<file path="config.mk">
export PLATFORM = sky130hd
export DESIGN_NAME = riscv_datapath
export DESIGN_NICKNAME = d
export VERILOG_FILES = /design/src/rtl/riscv_pkg.sv /design/src/rtl/riscv_regfile.sv /design/src/rtl/riscv_datapath.sv
export SDC_FILE = /design/constraint.sdc
export NUM_CORES = 2
export LEC_CHECK = 0
export CAP_MARGIN = 20
export CORE_MARGIN = 4
export CORE_UTILIZATION = 55
export DETAILED_ROUTE_END_ITERATION = 10
export PLACE_DENSITY = 0.74
export RECOVER_POWER = 25
export REMOVE_ABC_BUFFERS = 1
export SYNTH_ARGS = -nofsm -noshare
export SYNTH_HDL_FRONTEND = slang
export SYNTH_SLANG_ARGS = --single-unit
</file>
<file path="constraint.sdc">
create_clock -name clk -period 4.9 [get_ports clk]
set_clock_uncertainty 0.05 [all_clocks]
set_input_delay 0.49 -clock clk [delete_from_list [all_inputs] [get_ports clk]]
set_output_delay 0.49 -clock clk [all_outputs]
set_load 0.01 [all_outputs]
</file>
<file path="src/rtl/riscv_pkg.sv">
// Shared ALU operation codes, opcode constants and word type for the RV32I datapath.
package riscv_pkg;

  typedef logic [31:0] word_t;

  // ALU codes are {funct7[5], funct3}, so the CU can forward instruction bits directly.
  localparam logic [3:0] ALU_ADD  = 4'b0000;
  localparam logic [3:0] ALU_SLL  = 4'b0001;
  localparam logic [3:0] ALU_SLT  = 4'b0010;
  localparam logic [3:0] ALU_SLTU = 4'b0011;
  localparam logic [3:0] ALU_XOR  = 4'b0100;
  localparam logic [3:0] ALU_SRL  = 4'b0101;
  localparam logic [3:0] ALU_OR   = 4'b0110;
  localparam logic [3:0] ALU_AND  = 4'b0111;
  localparam logic [3:0] ALU_SUB  = 4'b1000;
  localparam logic [3:0] ALU_SRA  = 4'b1101;

  localparam logic [6:0] OP_IMM = 7'b0010011;
  localparam logic [6:0] OP     = 7'b0110011;
  localparam logic [6:0] LUI    = 7'b0110111;

endpackage

</file>
<file path="src/rtl/riscv_regfile.sv">
// 32x32 register file: two async read ports, one sync write port, x0 hardwired to zero.
// Reads are combinational; a same-edge write is seen by readers only after the edge.
module riscv_regfile
  import riscv_pkg::*;
(
  input  logic       clk,
  input  logic       rst_n,
  input  logic       we_i,
  input  logic [4:0] waddr_i,
  input  word_t      wdata_i,
  input  logic [4:0] raddr1_i,
  input  logic [4:0] raddr2_i,
  output word_t      rdata1_o,
  output word_t      rdata2_o
);

  word_t regs_q [32];

  always_ff @(posedge clk or negedge rst_n) begin
    if (!rst_n) begin
      for (int i = 0; i < 32; i++) regs_q[i] <= '0;
    end else if (we_i && (waddr_i != 5'd0)) begin
      regs_q[waddr_i] <= wdata_i;
    end
  end

  assign rdata1_o = (raddr1_i == 5'd0) ? '0 : regs_q[raddr1_i];
  assign rdata2_o = (raddr2_i == 5'd0) ? '0 : regs_q[raddr2_i];

endmodule

</file>
<file path="src/rtl/riscv_datapath.sv">
// Multi-cycle RV32I datapath (PC, IR, regfile, A/B/F latches, ALU) driven by CU strobes.
// A/B valid one cycle after IR loads, F/flags one cycle after ALU_OP; no backpressure.
module riscv_datapath
  import riscv_pkg::*;
#(
  parameter logic [31:0] RESET_PC = 32'h0,
  parameter int          IMEM_AW  = 6
) (
  input  logic               clk,
  input  logic               rst_n,
  input  logic               PC_Write,
  input  logic               IR_Write,
  input  logic               Reg_Write,
  input  logic               rs2_imm_s,
  input  logic               w_data_s,
  input  logic [3:0]         ALU_OP,
  output logic [IMEM_AW-1:0] inst_addr,
  input  logic [31:0]        inst_data,
  output logic [6:0]         opcode,
  output logic [2:0]         funct3,
  output logic [6:0]         funct7,
  output logic               ZF,
  output logic               SF,
  output logic [31:0]        pc_dbg
);

  word_t pc_q, pc_d;
  word_t ir_q, ir_d;
  word_t a_q, b_q, f_q;
  logic  zf_q, sf_q;

  word_t rs1_data, rs2_data;
  word_t imm_i, imm_u;
  word_t op1, op2, alu_res, wb_data;
  logic [4:0] shamt;

  assign pc_d = PC_Write ? (pc_q + 32'd4) : pc_q;
  assign ir_d = IR_Write ? inst_data : ir_q;

  assign imm_i = {{20{ir_q[31]}}, ir_q[31:20]};
  assign imm_u = {ir_q[31:12], 12'b0};

  assign op1   = a_q;
  assign op2   = rs2_imm_s ? imm_i : b_q;
  assign shamt = op2[4:0];

  always_comb begin
    alu_res = '0;
    case (ALU_OP)
      ALU_ADD:  alu_res = op1 + op2;
      ALU_SUB:  alu_res = op1 - op2;
      ALU_SLL:  alu_res = op1 << shamt;
      ALU_SRL:  alu_res = op1 >> shamt;
      ALU_SRA:  alu_res = word_t'($signed(op1) >>> shamt);
      ALU_SLT:  alu_res = {31'b0, ($signed(op1) < $signed(op2))};
      ALU_SLTU: alu_res = {31'b0, (op1 < op2)};
      ALU_XOR:  alu_res = op1 ^ op2;
      ALU_OR:   alu_res = op1 | op2;
      ALU_AND:  alu_res = op1 & op2;
      default:  alu_res = '0;
    endcase
  end

  assign wb_data = w_data_s ? imm_u : f_q;

  // Write address comes from the IR held before this edge, so fetch and write-back can overlap.
  riscv_regfile u_rf (
    .clk      (clk),
    .rst_n    (rst_n),
    .we_i     (Reg_Write),
    .waddr_i  (ir_q[11:7]),
    .wdata_i  (wb_data),
    .raddr1_i (ir_q[19:15]),
    .raddr2_i (ir_q[24:20]),
    .rdata1_o (rs1_data),
    .rdata2_o (rs2_data)
  );

  always_ff @(posedge clk or negedge rst_n) begin
    if (!rst_n) begin
      pc_q <= RESET_PC;
      ir_q <= '0;
      a_q  <= '0;
      b_q  <= '0;
      f_q  <= '0;
      zf_q <= 1'b1;
      sf_q <= 1'b0;
    end else begin
      pc_q <= pc_d;
      ir_q <= ir_d;
      a_q  <= rs1_data;
      b_q  <= rs2_data;
      f_q  <= alu_res;
      zf_q <= (alu_res == '0);
      sf_q <= alu_res[31];
    end
  end

  assign inst_addr = pc_q[IMEM_AW+1:2];
  assign opcode    = ir_q[6:0];
  assign funct3    = ir_q[14:12];
  assign funct7    = ir_q[31:25];
  assign ZF        = zf_q;
  assign SF        = sf_q;
  assign pc_dbg    = pc_q;

endmodule
</file>
# Word level (Yosys, flattened, before mapping)
# Cells that the tools add are included.
[word_totals]
inputBits = 43
word_cells = 87
output_inout_bits = 57
reg_bits = 1186
[classes]
shift = 3
reduce_logical = 7
n_mux = 14
addsub = 3
n_lt_le_gt_ge = 6
bitwise = 6
n_eq_ne = 9
[ops]
columns = ["operator", "n"]
rows = [
  ["bitwise mux 1024 bit", 1],
  ["binary-select mux 32 bit (select 5 bit)", 2],
  ["case mux 32 bit (10 select lines)", 1],
  ["two-way mux 32 bit", 9],
  ["demux 32 bit (select 5 bit)", 1],
  ["less-than comparator 32 bit", 2],
  ["adder 32 x 3 -> 32 bit (second input constant)", 1],
  ["adder 32 bit", 1],
  ["bitwise AND 32 bit", 1],
  ["logical NOT 32 bit", 1],
  ["OR 32 bit", 1],
  ["left shift 32 x 5 -> 32 bit", 1],
  [">> shifter 32 x 5 -> 32 bit", 1],
  [">>> shifter 32 x 5 -> 32 bit", 1],
  ["subtractor 32 bit", 1],
  ["XOR 32 bit", 1],
  ["greater-or-equal comparator 6 bit (second input constant)", 3],
  ["NOT 5 -> 6 bit", 3],
  ["== test 4 x 3 -> 1 bit (second input constant)", 4],
  ["logical NOT 5 bit", 2],
  ["== test 4 x 2 -> 1 bit (second input constant)", 2],
  ["== test 4 bit (second input constant)", 2],
  ["less-than comparator 6 x 1 -> 1 bit (second input constant)", 1],
  ["nonzero test 5 bit", 1],
  ["other kinds (3)", 4],
]

# Logic depth before layout (Yosys ltp)
[depth]
depth_word = 6
ltp_mapped = 20
ltp_nobuf = 16

# Hierarchy
# Synthesis repeated with hierarchy kept, for this count alone.
[unflattened]
hier_cells = 5367
hier_area_um2 = 69392.8
[by_module_without_submodules]
columns = ["mod", "cells_per_inst", "n_inst", "area_per_inst_um2", "seq_area_each_um2"]
rows = [
  ["riscv_regfile", 3619, 1, 54382.2, 25624.6],
  ["riscv_datapath", 1748, 1, 15010.6, 3980.1],
]

# Least setup slack after synthesis
# Ideal clock, no wire load.
[synth_path]
path_type = "in2reg"
from = "in rs2_imm_s"
to = "reg zf_q, in the netlist ZF"
path_stages = 18
arrival_ns = 5.294
required_time_ns = 4.760
setup_time_ns = 0.090
path_buffers = 6
setup_slack_ns = -0.534
cell_sequence = "buf_6 buf_2 mux2i_1 clkbuf_1 clkbuf_1 buf_1 ha_1 clkbuf_1 or4_1 a21oi_1 o221ai_1 a2111oi_0 o31ai_1 xnor2_1 a21o_1 or4_1 or4_1 nor4_2"
[synth_via]
elab_chain_len = 4
word_cells_on_any_way = 13
cone_classes = "add/sub: 2; order compare: 2; shift: 3; mux: 2; bitwise: 3; reduce/logical: 1"
[synth_rtl]
columns = ["item", "line", "source"]
rows = [
  ["start, declared", "riscv_datapath.sv:14", "input logic rs2_imm_s,"],
  ["two-way mux 32 bit *", "riscv_datapath.sv:44", "assign op2 = rs2_imm_s ? imm_i : b_q;"],
  ["subtractor 32 bit (tied with other cells)", "riscv_datapath.sv:51", "ALU_SUB: alu_res = op1 - op2;"],
  ["case mux 32 bit (10 select lines) *", "riscv_datapath.sv:49", "case (ALU_OP)"],
  ["named net alu_res[19]", "riscv_datapath.sv:34", "word_t op1, op2, alu_res, wb_data;"],
  ["logical NOT 32 bit *", "riscv_datapath.sv:94", "zf_q <= (alu_res == '0);"],
  ["end signal, assigned", "riscv_datapath.sv:94", ""],
  ["end, declared", "riscv_datapath.sv:30", "logic zf_q, sf_q;"],
]
# The timed path passes the listed nets; every way through them passes the cells marked *.
# A chain may end at the register's enable or synchronous reset.

# Worst setup path after layout
[layout_path]
from = "reg b_q[1]"
to = "reg zf_q, in the netlist ZF"
[layout_via]
elab_chain_len = 4
word_cells_on_any_way = 13
cone_classes = "add/sub: 2; order compare: 2; shift: 3; mux: 2; bitwise: 3; reduce/logical: 1"
[layout_rtl]
columns = ["item", "line", "source"]
rows = [
  ["start, declared", "riscv_datapath.sv:29", "word_t a_q, b_q, f_q;"],
  ["start signal, assigned", "riscv_datapath.sv:92", "b_q <= rs2_data;"],
  ["two-way mux 32 bit *", "riscv_datapath.sv:44", ""],
  ["subtractor 32 bit (tied with other cells)", "riscv_datapath.sv:51", ""],
  ["case mux 32 bit (10 select lines) *", "riscv_datapath.sv:49", ""],
  ["named net alu_res[25]", "riscv_datapath.sv:34", ""],
  ["logical NOT 32 bit *", "riscv_datapath.sv:94", ""],
]
# Marks and branches as above.

==> results.sh <==
export IMPL_status="complete, but fails checks"
export IMPL_violations="max-capacitance violations, max-slew violations"
export IMPL_die_area_sq_um=128000
export IMPL_grt_pass1_vias=55300
export IMPL_crit_path_start_kind="flop"
export IMPL_post_cts_setup_buffer_count=0
export IMPL_max_clock_freq_mhz=209
export IMPL_synth_cell_types=90
export IMPL_core_area_sq_um=120000
export IMPL_postSynthAreaPerCell_sq_um=10.6
export IMPL_maxCapViolCount=2
export IMPL_ys_top_cells_by_area="dfrtp_1 (44%), mux4_2 (19%), o21ai_0 (6.3%)"
export IMPL_clk_latency_ns=0.80
export IMPL_syn2layout_area_growth_pct=13.2
export IMPL_crit_path_end_kind="flop"
export IMPL_whs_ns=0.265
export IMPL_clock_path_buffers=3
export IMPL_synth_top_area_share=0.441
export IMPL_antenna_found_initial=13
export IMPL_async_reset_ff_frac=1.00
export IMPL_vias_per_cell=6.88
export IMPL_dp_hpwl_um=159000
export IMPL_netlist_instances=6328
export IMPL_setup_ws_ns=0.112
export IMPL_cts_root_buf="clkbuf_16"
export IMPL_ir_drop_mv=0.449
export IMPL_pre_cts_slack_ns=-0.287
export IMPL_io_buffers=97
export IMPL_fin_total_pwr_mw=37.8
export IMPL_drt_initial_drc_count=7320
export IMPL_hold_viol=0
export IMPL_yosysWarnings=0
export IMPL_grt_max_degree=144
export IMPL_cp_slowest_cell="dfrtp_1"
export IMPL_cp_cell_sequence="mux2i_4 > inv_2 > buf_4 > buf_4 > mux4_2 > nand2_1 > a21oi_1 > a221oi_2 > o211ai_1 > a311oi_2 > buf_4 > o31ai_1 > or4_1 > or4_1 > nor4_2"
export IMPL_track_usage=0.385
export IMPL_clk_pin_slew_worst_paths_ns=0.06
export IMPL_start_util=0.557
export IMPL_die_height_um=357
export IMPL_cts_buffers=121
export IMPL_worstPathArrival_ns=5.38
export IMPL_synth_seq_area_share=0.442
export IMPL_setup_tns_final_ns=0
export IMPL_routedWlPerCell_um=30.4
export IMPL_drive_gt1_frac=0.218
export IMPL_slowest_delay_ns=0.63
export IMPL_fin_crit_ns=4.79
export IMPL_drc_errors=0
export IMPL_worst_slew_pin_slew_ns=4.16
export IMPL_drt_pass1_iter_count=7
export IMPL_hold_path_class="primary input to flop"
export IMPL_fp_row_count=127
export IMPL_path_max_fanout=27
export IMPL_synth_edf_count=0
export IMPL_finalNetCount=6495
export IMPL_clock_sinks=1183
export IMPL_synth_seq_cells=1183
export IMPL_rsz0062_at_grt="false"
export IMPL_routed_wl_um=245000
export IMPL_ant_nets=0
export IMPL_cts_tree="built"
export IMPL_vias=55500
export IMPL_crit_type="flop to flop"
export IMPL_p_leak_nw=32.5
export IMPL_htree_levels=3
export IMPL_ys_flop_type="dfrtp_1"
export IMPL_grt_pass1_wl_um=363000
export IMPL_synth_area_leader_cell="dfrtp_1"
export IMPL_worstPathRequired_ns=5.49
export IMPL_overflow=0
export IMPL_slew_headroom=-1.77
export IMPL_ios=100
export IMPL_power_density_nw_per_um2=498
export IMPL_syn_area_sq_um=67000
export IMPL_fp_dieW_um=357
export IMPL_maxSlewViolCount=168
export IMPL_cpMostUsedCell="buf_4"
export IMPL_min_period_over_period=0.977
export IMPL_setup_viol=0
export IMPL_place_congestion=1.13
worst paths after layout:
kind	slack [ns]	depth (start not counted)	startpoint	endpoint
max	0.11	15	b_q[1]	ZF
min	0.26	2	inst_data[12]	ir_q[12]
max reg2reg	0.11	15	b_q[1]	ZF
min reg2reg	0.34	0	u_rf.regs_q[995]	u_rf.regs_q[995]
max in group asynchronous	0.72	3	rst_n	u_rf.regs_q[253]
min in group asynchronous	1.59	2	rst_n	u_rf.regs_q[98]
state kept, by name, summed over array words and instances (netlist names):
signal / count
f_q: 32
b_q: 32
u_rf.regs_q: 1024
pc_dbg: 30
ir_q: 32
a_q: 32
ZF: 1
metal layers:
metal	GRT usage	wire length, um	vias up
li1	-	-	23200
met1	0.523	92500	27800
met2	0.574	109000	3615
met3	0.108	29100	877
met4	0.192	14500	2
met5	0	11	-
synth_stat cells (all sizes together) (19+ instances only):
| cell type | n |
|---|---|
| inv | 101 |
| o22ai | 57 |
| a31oi | 24 |
| mux4 | 568 |
| mux2i | 223 |
| o31ai | 22 |
| mux2 | 84 |
| a221oi | 43 |
| a22oi | 21 |
| o211ai | 38 |
| nor2 | 462 |
| nand3 | 64 |
| clkbuf | 517 |
| a21oi | 418 |
| nand2 | 933 |
| o221ai | 36 |
| xnor2 | 40 |
| a21o | 23 |
| a211o | 19 |
| a211oi | 40 |
| ha | 99 |
| o21ai | 851 |
| buf | 129 |
| nor3 | 48 |
| nand2b | 33 |
| dfrtp | 1182 |
metrics by stage:
stage	cells	instance area, sq um	utilization
after floorplan	5683	64400	-
after global placement	7833	71500	0.594
after detailed placement	7834	71600	0.594
after CTS	8054	75800	0.629
after global routing	8060	75900	0.630
final	8065	75900	0.630
cells by family (layout without fill, tap and decap cells):
| logic type | count (synthesis) | after routing | share of synthesized area |
|---|---|---|---|
| compound gates | 1704 | 1704 | 0.146 |
| simple gates | 1666 | 1666 | 0.103 |
| flops | 1183 | 1183 | 0.442 |
| mux | 875 | 875 | 0.239 |
| buf+inv | 748 | 866 | 0.0445 |
| fa+ha+maj | 101 | 101 | 0.0191 |
| xor+xnor | 50 | 50 | 0.00653 |
| other cells | 1 | 8 | 0.0000559 |
worst max-delay path: cells and delay by family (launching register included):
family	cells	cell delay, ns
compound gates	5	1.17
buf+inv	4	0.96
flops	1	0.63
mux	2	0.52
simple gates	4	1.26
cells in the final DEF, fill, tap and decap left out, types with 28 or more instances in the layout:
cell / count
nor2_1: 451
o21ai_0: 847
clkbuf_1: 28
o221ai_1: 36
mux2_2: 82
o211ai_1: 38
clkbuf_8: 28
inv_1: 98
nand3_1: 60
dfrtp_1: 1171
clkbuf_16: 122
a221oi_1: 41
xnor2_1: 40
mux2i_1: 193
nor3_1: 44
buf_4: 401
o22ai_1: 57
buf_12: 29
ha_1: 99
clkdlybuf4s50_1: 92
a211oi_1: 40
mux4_2: 568
nand2_1: 918
a21oi_1: 417
nand2b_1: 33
cell type report:
cell class                      instances  area, sq um
Fill cell                            9448        44600
Multi-Input combinational cell       4398        34900
Sequential cell                      1183        29600
Timing Repair Buffer                  545         4770
Clock buffer                          173         3500
Tap cell                             1612         2020
Clock inverter                         46          698
Inverter                              102          385
Antenna cell                            6         15.0
where the power goes:
part,total [mW],switching (mW),internal [mW]
Combinational,13.4,7.31,6.10
Sequential,14.6,2.29,12.3
Clock,9.78,4.16,5.62
what timing repair did:
action,in CTS,in global routing
pin swaps,0,0
endpoints found under the hold margin,124,0
hold buffers,1,0
endpoints found under the setup margin,1,1
gates resized for setup,1,6
(Power assumes the default switching activity.)
